File: config.mk
export PLATFORM = sky130hd
export DESIGN_NAME = id_hazard_ctrl
export DESIGN_NICKNAME = d
export VERILOG_FILES = /design/src/rtl/id_hazard_ctrl_pkg.sv /design/src/rtl/id_scoreboard.sv /design/src/rtl/id_hazard_ctrl.sv
export SDC_FILE = /design/constraint.sdc
export NUM_CORES = 1
export LEC_CHECK = 0
export CORE_ASPECT_RATIO = 0.6
export CORE_MARGIN = 2
export CORE_UTILIZATION = 50
export CTS_CLUSTER_SIZE = 30
export DETAILED_ROUTE_END_ITERATION = 16
export GPL_TIMING_DRIVEN = 0
export PLACE_DENSITY = 0.8
export SKIP_CTS_REPAIR_TIMING = 1
export SYNTH_ARGS = -nofsm -noshare
export SYNTH_HDL_FRONTEND = slang
export SYNTH_SLANG_ARGS = --single-unit
File: constraint.sdc
create_clock -name clk -period 3.98 [get_ports clk]
set_clock_uncertainty 0.1 [all_clocks]
set_input_delay 0.597 -clock clk [delete_from_list [all_inputs] [get_ports clk]]
set_output_delay 0.597 -clock clk [all_outputs]
set_load 0.02 [all_outputs]
File: src/rtl/id_hazard_ctrl_pkg.sv
// Shared types and encodings for the ID-stage hazard/forwarding controller.
package id_hazard_ctrl_pkg;

  localparam int unsigned REG_ADDR_WIDTH = 5;
  localparam int unsigned FWD_WIDTH      = 2;

  // Operand source selects for the ID-stage forward muxes
  localparam logic [FWD_WIDTH-1:0] FWD_REG = 2'b00;
  localparam logic [FWD_WIDTH-1:0] FWD_ALU = 2'b01;
  localparam logic [FWD_WIDTH-1:0] FWD_MEM = 2'b10;

  typedef enum logic [1:0] {
    ST_RUN   = 2'd0,
    ST_STALL = 2'd1,
    ST_HALT  = 2'd2
  } state_e;

  // One in-flight writer tracked per downstream stage
  typedef struct packed {
    logic                      v;
    logic [REG_ADDR_WIDTH-1:0] rd;
    logic                      wr;
    logic                      ld;
  } sb_slot_t;

  // x0 is hardwired to zero, so it never matches a writer
  function automatic logic slot_hit(input sb_slot_t s, input logic use_rs,
                                    input logic [REG_ADDR_WIDTH-1:0] rs);
    return use_rs & s.v & s.wr & (s.rd == rs) & (rs != '0);
  endfunction

endpackage

File: src/rtl/id_scoreboard.sv
// Three-slot EX/MEM/WB writer tracker with per-operand hazard and forward-select resolution.
module id_scoreboard
  import id_hazard_ctrl_pkg::*;
(
  input  logic                      clk,
  input  logic                      reset,
  input  logic                      id_valid,
  input  logic [REG_ADDR_WIDTH-1:0] id_rd,
  input  logic                      id_reg_wr_en,
  input  logic                      id_is_load,
  input  logic                      id_ex_bubble,
  input  logic [REG_ADDR_WIDTH-1:0] id_rs1,
  input  logic [REG_ADDR_WIDTH-1:0] id_rs2,
  input  logic                      id_use_rs1,
  input  logic                      id_use_rs2,
  output logic                      haz_rs1,
  output logic                      haz_rs2,
  output logic [FWD_WIDTH-1:0]      fwd_rs1,
  output logic [FWD_WIDTH-1:0]      fwd_rs2,
  output logic                      any_valid
);

  sb_slot_t ex_q, mem_q, wb_q;
  sb_slot_t ex_d, mem_d, wb_d;

  // Youngest writer wins: {hazard, select}
  function automatic logic [FWD_WIDTH:0] resolve(
    input sb_slot_t ex, input sb_slot_t mem, input sb_slot_t wb,
    input logic use_rs, input logic [REG_ADDR_WIDTH-1:0] rs);
    logic [FWD_WIDTH:0] r;
    r = {1'b0, FWD_REG};
    if (slot_hit(ex, use_rs, rs))       r = {1'b1, FWD_REG};
    else if (slot_hit(mem, use_rs, rs)) r = mem.ld ? {1'b1, FWD_REG} : {1'b0, FWD_ALU};
    else if (slot_hit(wb, use_rs, rs))  r = {1'b0, FWD_MEM};
    return r;
  endfunction

  // Shift the pipeline shadow one stage; a bubble enters EX as an invalid slot
  always_comb begin
    ex_d    = '0;
    ex_d.v  = id_valid & id_reg_wr_en & ~id_ex_bubble;
    ex_d.rd = id_rd;
    ex_d.wr = id_reg_wr_en;
    ex_d.ld = id_is_load;
    mem_d   = ex_q;
    wb_d    = mem_q;
  end

  // Slot registers
  always_ff @(posedge clk) begin
    if (reset) begin
      ex_q  <= '0;
      mem_q <= '0;
      wb_q  <= '0;
    end else begin
      ex_q  <= ex_d;
      mem_q <= mem_d;
      wb_q  <= wb_d;
    end
  end

  // Per-operand resolution, same cycle as the ID read
  always_comb begin
    {haz_rs1, fwd_rs1} = resolve(ex_q, mem_q, wb_q, id_use_rs1, id_rs1);
    {haz_rs2, fwd_rs2} = resolve(ex_q, mem_q, wb_q, id_use_rs2, id_rs2);
    any_valid          = ex_q.v | mem_q.v | wb_q.v;
  end

endmodule

File: src/rtl/id_hazard_ctrl.sv
// ID-stage hazard controller: RUN/STALL/HALT sequencing, forward selects and perf counters.
module id_hazard_ctrl
  import id_hazard_ctrl_pkg::*;
#(
  parameter int unsigned CNT_WIDTH = 32
) (
  input  logic                      clk,
  input  logic                      reset,
  input  logic                      id_valid,
  input  logic [REG_ADDR_WIDTH-1:0] id_rs1,
  input  logic [REG_ADDR_WIDTH-1:0] id_rs2,
  input  logic                      id_use_rs1,
  input  logic                      id_use_rs2,
  input  logic [REG_ADDR_WIDTH-1:0] id_rd,
  input  logic                      id_reg_wr_en,
  input  logic                      id_is_load,
  input  logic                      pc_sel,
  input  logic                      halt_req,
  output logic [FWD_WIDTH-1:0]      forward_comp1,
  output logic [FWD_WIDTH-1:0]      forward_comp2,
  output logic                      pc_write_en,
  output logic                      if_id_write_en,
  output logic                      if_id_flush,
  output logic                      id_ex_bubble,
  output logic                      halted,
  output logic [CNT_WIDTH-1:0]      stall_cnt,
  output logic [CNT_WIDTH-1:0]      flush_cnt
);

  state_e               state_q, state_d;
  logic [CNT_WIDTH-1:0] stall_cnt_q, stall_cnt_d;
  logic [CNT_WIDTH-1:0] flush_cnt_q, flush_cnt_d;
  logic                 haz_rs1, haz_rs2, haz, any_valid;
  logic                 stall_inc, flush_inc;

  id_scoreboard u_scoreboard (
    .clk          (clk),
    .reset        (reset),
    .id_valid     (id_valid),
    .id_rd        (id_rd),
    .id_reg_wr_en (id_reg_wr_en),
    .id_is_load   (id_is_load),
    .id_ex_bubble (id_ex_bubble),
    .id_rs1       (id_rs1),
    .id_rs2       (id_rs2),
    .id_use_rs1   (id_use_rs1),
    .id_use_rs2   (id_use_rs2),
    .haz_rs1      (haz_rs1),
    .haz_rs2      (haz_rs2),
    .fwd_rs1      (forward_comp1),
    .fwd_rs2      (forward_comp2),
    .any_valid    (any_valid)
  );

  assign haz = id_valid & (haz_rs1 | haz_rs2);

  // State register
  always_ff @(posedge clk) begin
    if (reset) state_q <= ST_RUN;
    else       state_q <= state_d;
  end

  // Next state: halt request outranks a data hazard
  always_comb begin
    state_d = ST_RUN;
    case (state_q)
      ST_RUN, ST_STALL: begin
        if (halt_req) state_d = ST_HALT;
        else if (haz) state_d = ST_STALL;
        else          state_d = ST_RUN;
      end
      ST_HALT: state_d = halt_req ? ST_HALT : ST_RUN;
      default: state_d = ST_RUN;
    endcase
  end

  // Pipeline controls; a taken branch is ignored while its operands are still pending
  always_comb begin
    pc_write_en    = 1'b1;
    if_id_write_en = 1'b1;
    if_id_flush    = 1'b0;
    id_ex_bubble   = 1'b0;
    halted         = 1'b0;
    stall_inc      = 1'b0;
    flush_inc      = 1'b0;
    case (state_q)
      ST_RUN, ST_STALL: begin
        if (halt_req || haz) begin
          pc_write_en    = 1'b0;
          if_id_write_en = 1'b0;
          id_ex_bubble   = 1'b1;
          stall_inc      = ~halt_req;
        end else if (pc_sel && id_valid) begin
          if_id_flush = 1'b1;
          flush_inc   = 1'b1;
        end
      end
      ST_HALT: begin
        pc_write_en    = 1'b0;
        if_id_write_en = 1'b0;
        id_ex_bubble   = 1'b1;
        halted         = ~any_valid;
      end
      default: ;
    endcase
  end

  // Saturating performance counters
  always_comb begin
    stall_cnt_d = stall_cnt_q;
    flush_cnt_d = flush_cnt_q;
    if (stall_inc && (stall_cnt_q != '1)) stall_cnt_d = stall_cnt_q + CNT_WIDTH'(1);
    if (flush_inc && (flush_cnt_q != '1)) flush_cnt_d = flush_cnt_q + CNT_WIDTH'(1);
  end

  // Counter registers
  always_ff @(posedge clk) begin
    if (reset) begin
      stall_cnt_q <= '0;
      flush_cnt_q <= '0;
    end else begin
      stall_cnt_q <= stall_cnt_d;
      flush_cnt_q <= flush_cnt_d;
    end
  end

  assign stall_cnt = stall_cnt_q;
  assign flush_cnt = flush_cnt_q;

endmodule

# After elaboration in Yosys (flattened, before gate mapping)
# Index checks and enable logic that the tools add are counted.
[word_totals]
output_inout_bits = 73
word_cells = 88
register_bits = 89
[classes]
eq_ne = 10
bitwise = 33
reduce_logical = 8
n_addsub = 2
mux = 21
[ops]
columns = ["cell", "n"]
rows = [
  ["adder 32 x 1 -> 32 bit, second input constant", 2],
  ["!= test 32 bit, second input constant", 2],
  ["== test 5 bit", 6],
  ["AND 1 bit", 27],
  ["2-to-1 mux 3 bit", 5],
  ["nonzero test 5 bit", 2],
  ["2-to-1 mux 1 bit", 9],
  ["2-to-1 mux 2 bit", 4],
  ["one-hot mux 1 bit (2 select lines)", 2],
  ["one-hot mux 2 bit (2 select lines)", 1],
  ["logical AND 1 bit", 3],
  ["NOT 1 bit", 3],
  ["bitwise OR 1 bit", 3],
  ["== test 2 x 1 -> 1 bit, second input constant", 1],
  ["== test 2 bit, second input constant", 1],
  ["logical NOT 2 bit", 1],
  ["OR reduction 2 bit", 1],
  ["logical OR 1 bit", 1],
]

# Longest topological paths before layout
[logic_depth]
ltp_word = 14
mapped_depth = 9
depth_no_buf = 7

# Hierarchy
# Synthesis repeated with hierarchy kept, for this count alone.
[unflattened]
hier_cells = 529
area_unflattened_um2 = 4525.6
[modules_own_cells]
columns = ["module", "seq_area_each_um2", "cells_each", "area_per_inst_um2", "instances"]
rows = [
  ["id_hazard_ctrl", 1321.3, 418, 3457.1, 1],
  ["id_scoreboard", 460.4, 111, 1068.5, 1],
]

# Least setup slack after synthesis
# Ideal clock, no wire load.
[synth_path]
path_type = "input -> output"
start = "in id_rs1[2]"
end = "out pc_write_en"
setup_slack_ns = 0.826
stages = 8
n_path_buf = 1
t_arrival_ns = 2.457
path_cell_list = "xnor2_1 -> nand4_1 -> or3_1 -> a21boi_1 -> o21ai_0 -> a22oi_1 -> inv_1 -> buf_4"
[synth_via]
elab_chain_cells = 10
elab_cells_between_ends = 14
classes_between = "eq/ne (2); mux (4); bitwise (6); reduce/logical (2)"
[synth_rtl]
columns = ["item", "line_no", "source"]
rows = [
  ["start, declared", "id_hazard_ctrl.sv:10", "input logic [REG_ADDR_WIDTH-1:0] id_rs1,"],
  ["== test 5 bit", "id_hazard_ctrl_pkg.sv:29", "return use_rs & s.v & s.wr & (s.rd == rs) & (rs != '0);"],
  ["AND 1 bit (2 in series)", "id_hazard_ctrl_pkg.sv:29", ""],
  ["2-to-1 mux 3 bit", "id_scoreboard.sv:33", "else if (slot_hit(mem, use_rs, rs)) r = mem.ld ? {1'b1, FWD_REG} : {1'b0, FWD_ALU};"],
  ["2-to-1 mux 3 bit (*)", "id_scoreboard.sv:32", "if (slot_hit(ex, use_rs, rs)) r = {1'b1, FWD_REG};"],
  ["bitwise OR 1 bit (*)", "id_hazard_ctrl.sv:55", "assign haz = id_valid & (haz_rs1 | haz_rs2);"],
  ["AND 1 bit (*)", "id_hazard_ctrl.sv:55", ""],
  ["logical OR 1 bit (*)", "id_hazard_ctrl.sv:88", "if (halt_req || haz) begin"],
  ["2-to-1 mux 1 bit (*)", "-", ""],
  ["one-hot mux 1 bit (2 select lines) (*)", "-", ""],
  ["end, declared", "id_hazard_ctrl.sv:21", "output logic pc_write_en,"],
]
# Mark *: on every way between the ends. The rest lies on a longest branch, timed or not.

# Worst setup path after layout
[layout_path]
start = "in id_rs1[1]"
end = "out forward_comp1[1]"
[layout_via]
elab_chain_cells = 6
elab_cells_between_ends = 13
classes_between = "eq/ne (3); mux (3); bitwise (6); reduce/logical (1)"
[layout_rtl]
columns = ["item", "line_no", "source"]
rows = [
  ["== test 5 bit", "id_hazard_ctrl_pkg.sv:29", ""],
  ["AND 1 bit (2 in series)", "id_hazard_ctrl_pkg.sv:29", ""],
  ["2-to-1 mux 2 bit", "id_scoreboard.sv:34", "else if (slot_hit(wb, use_rs, rs)) r = {1'b0, FWD_MEM};"],
  ["2-to-1 mux 3 bit", "id_scoreboard.sv:33", ""],
  ["2-to-1 mux 3 bit (*)", "id_scoreboard.sv:32", ""],
  ["end, declared", "id_hazard_ctrl.sv:19", "output logic [FWD_WIDTH-1:0] forward_comp1,"],
]
# Marked as above.

==> results_dict.tcl <==
set metrics [dict create \
    drc_errors 0 \
    top_layer "met4" \
    hold_class "flip-flop to flip-flop" \
    worst_pin_slew_ns 0.588 \
    synthDominantCellAreaShare_pct 41.5 \
    initial_core_util_pct 51.0 \
    cp_data_arrival_time_ns 3.11 \
    powerDensity_nw_per_um2 347 \
    fin_crit_ns 3.81 \
    startpoint "id_rs1[1]" \
    power.leakage_nw 1.81 \
    dr_wl_met3_um 816 \
    syn_area_um2 4290 \
    ant_nets 0 \
    cts.sinks 89 \
    ys_types 41 \
    rsz0062_at_grt "no" \
    wire_per_inst_um 16.4 \
    htreeDepth 3 \
    worstPathMaxFanout 4 \
    wl_met2_mm 5.41 \
    row_count 26 \
    num_antenna_cells 0 \
    cts_buffers 9 \
    dr.pass1.iters 5 \
    antenna_found_initial 0 \
    grt_max_degree 15 \
    rr_startpoint "stall_cnt[0]" \
    io_pins 97 \
    dp_hpwl_mm 8.85 \
    power_mw 2.00 \
    synth-seq-cells 89 \
    grt_use_total_pct 26.1 \
    cts-root-buf "clkbuf_16" \
    hold_violations 0 \
    final_nets 640 \
    cp_data_required_time_ns 3.28 \
    irDropWorstVdd_uv 219 \
    relSlewSlack_pct 59.8 \
    gp_congestion 0.851 \
    die_h_um 75.8 \
    drtIter0Drc 318 \
    finalSetupViolCount 0 \
    grt-ovfl-total 0 \
    cts_tree "built" \
    die-area_um2 9370 \
    synth_top_area_cell "dfxtp_1" \
    io_buffers 96 \
    synth_commonest_cells "dfxtp_1 (89), a21oi_1 (53), or3_1 (37)" \
    yosysWarnings 0 \
    grt_pass1_vias 3957 \
    syn_nets 534 \
    end_kind "output pin" \
    drv_slew 0 \
    cts_buffer_depth 2 \
    num_vias 4349 \
    cp-start-kind "input pin" \
    postLayoutCellArea_um2 5760 \
    syn2layout_area_growth_pct 34.1 \
    wl_met1_mm 5.56 \
    drv_cap 0 \
    drt-total-wl_mm 12.0 \
    seq_area_frac_synth_pct 41.5 \
    synth_top_flop_cell "dfxtp_1" \
    avgSynthCellArea_um2 8.45 \
    insertion_delay_ns 0.34 \
    post-route-worst-setup-slack_ns 0.173 \
    synth_edf_count 0 \
    place_ws_ns -0.267 \
    yosys-top-cells-area "dfxtp_1 (41%), a21oi_1 (6.2%), or3_1 (5.4%), xnor2_1 (5.3%), nor2b_1 (3.8%)" \
    ys_async_sr_fraction_pct 0 \
    layout-drive-gt1-share_pct 5.33 \
    die_x_um 124 \
    path_class "input pin to output pin" \
    via_per_inst 5.95 \
    synth_most_common_cell "dfxtp_1" \
    fmax_mhz 263 \
    min_from "u_scoreboard.ex_q[0]" \
    status "complete, no violations" \
    core-area_um2 8430 \
    postPlaceCellArea_um2 5400 \
    clk_pin_slew_ns 0.06 \
    syn_inst 508 \
    finalCritPeriodShare_pct 95.7 \
    grt_pass1_wl_mm 18.9 \
]
==> kinds of logic after synthesis <==
kind of cell | after synthesis | synth area share, %
and+or+nand+nor | 220 | 29.6
AOI/OAI and AO/OA | 117 | 15.7
DFF | 89 | 41.5
buffers and inverters | 37 | 3.50
xor gates and xnor gates | 36 | 7.34
muxes | 7 | 1.78
adders and majority gates | 2 | 0.583
==> routing by layer <==
metal	vias up	track usage, %
li1	2085	-
met4	0	8.59
met3	19	5.99
met2	177	40.8
met5	-	0
met1	2068	36.1
==> state kept, by name (all words and copies together), names as in the netlist <==
register / flops
flush_cnt: 32
stall_cnt: 32
state_q: 2
u_scoreboard.ex_q: 8
u_scoreboard.mem_q: 8
u_scoreboard.wb_q: 7
==> final timing paths <==
check | endpoint | slack [ns] | cells past startpoint
max | forward_comp1[1] | 0.17 | 6
max reg2reg | stall_cnt[1] | 0.71 | 9
min | u_scoreboard.mem_q[0] | 0.34 | 1
min reg2reg | u_scoreboard.mem_q[0] | 0.34 | 1
==> metrics by stage <==
stage / instances / util [%] / hold slack, ns / TNS [ns]
floorplan: 508 / - / 0.314 / 0
global placement: 716 / 64.0 / 0.326 / -1.18
detailed placement: 716 / 64.0 / 0.327 / -1.65
CTS: 732 / 68.1 / 0.342 / -0.685
global route: 731 / 68.4 / 0.378 / 0
finish: 731 / 68.4 / 0.339 / 0
==> where the power goes <==
group	total (mW)	switching, mW	internal (mW)
Combinational	0.116	0.0602	0.0554
Sequential	0.910	0.00942	0.901
Clock	0.975	0.345	0.630
==> layout by cell type (no fill, tap or decap), types with 2 or more instances in the layout <==
cell type and instances:
and3_1 4, a21oi_1 53, nor2b_1 26, nand3_1 25
nand2b_1 2, o21ai_2 2, and2_1 4, nor4_1 8
mux2i_1 2, clkbuf_1 21, dlymetal6s2s_1 5, nor4b_1 2
a211oi_1 3, bufinv_16 3, nor3_1 4, inv_1 13
ha_1 2, nor2_1 25, o31ai_1 20, dfxtp_1 89
clkdlybuf4s50_1 91, nand2_1 28, mux2_2 5, or3_1 36
and4_1 7, o21ai_0 31, xor2_1 10, clkbuf_16 9
or4_1 21, nand4_1 22, xnor2_1 26
==> layout make-up <==
class,instances,area [um2]
fillers,678,2670
multi-input cells,382,2370
flip-flops and latches,89,1780
repair buffers,96,973
clock buffers,11,243
well taps,112,140
clock inverters,5,103
plain buffers,23,98.8
inverters,13,48.8
==> critical path, stage by stage <==
cell and delay (ns):
clkdlybuf4s50_1 0.51, or4_1 0.58, o21ai_2 0.17, or3_1 0.21, nor4b_1 0.36, clkdlybuf4s50_1 0.69
No activity file was read; power rests on OpenSTA's default activity.
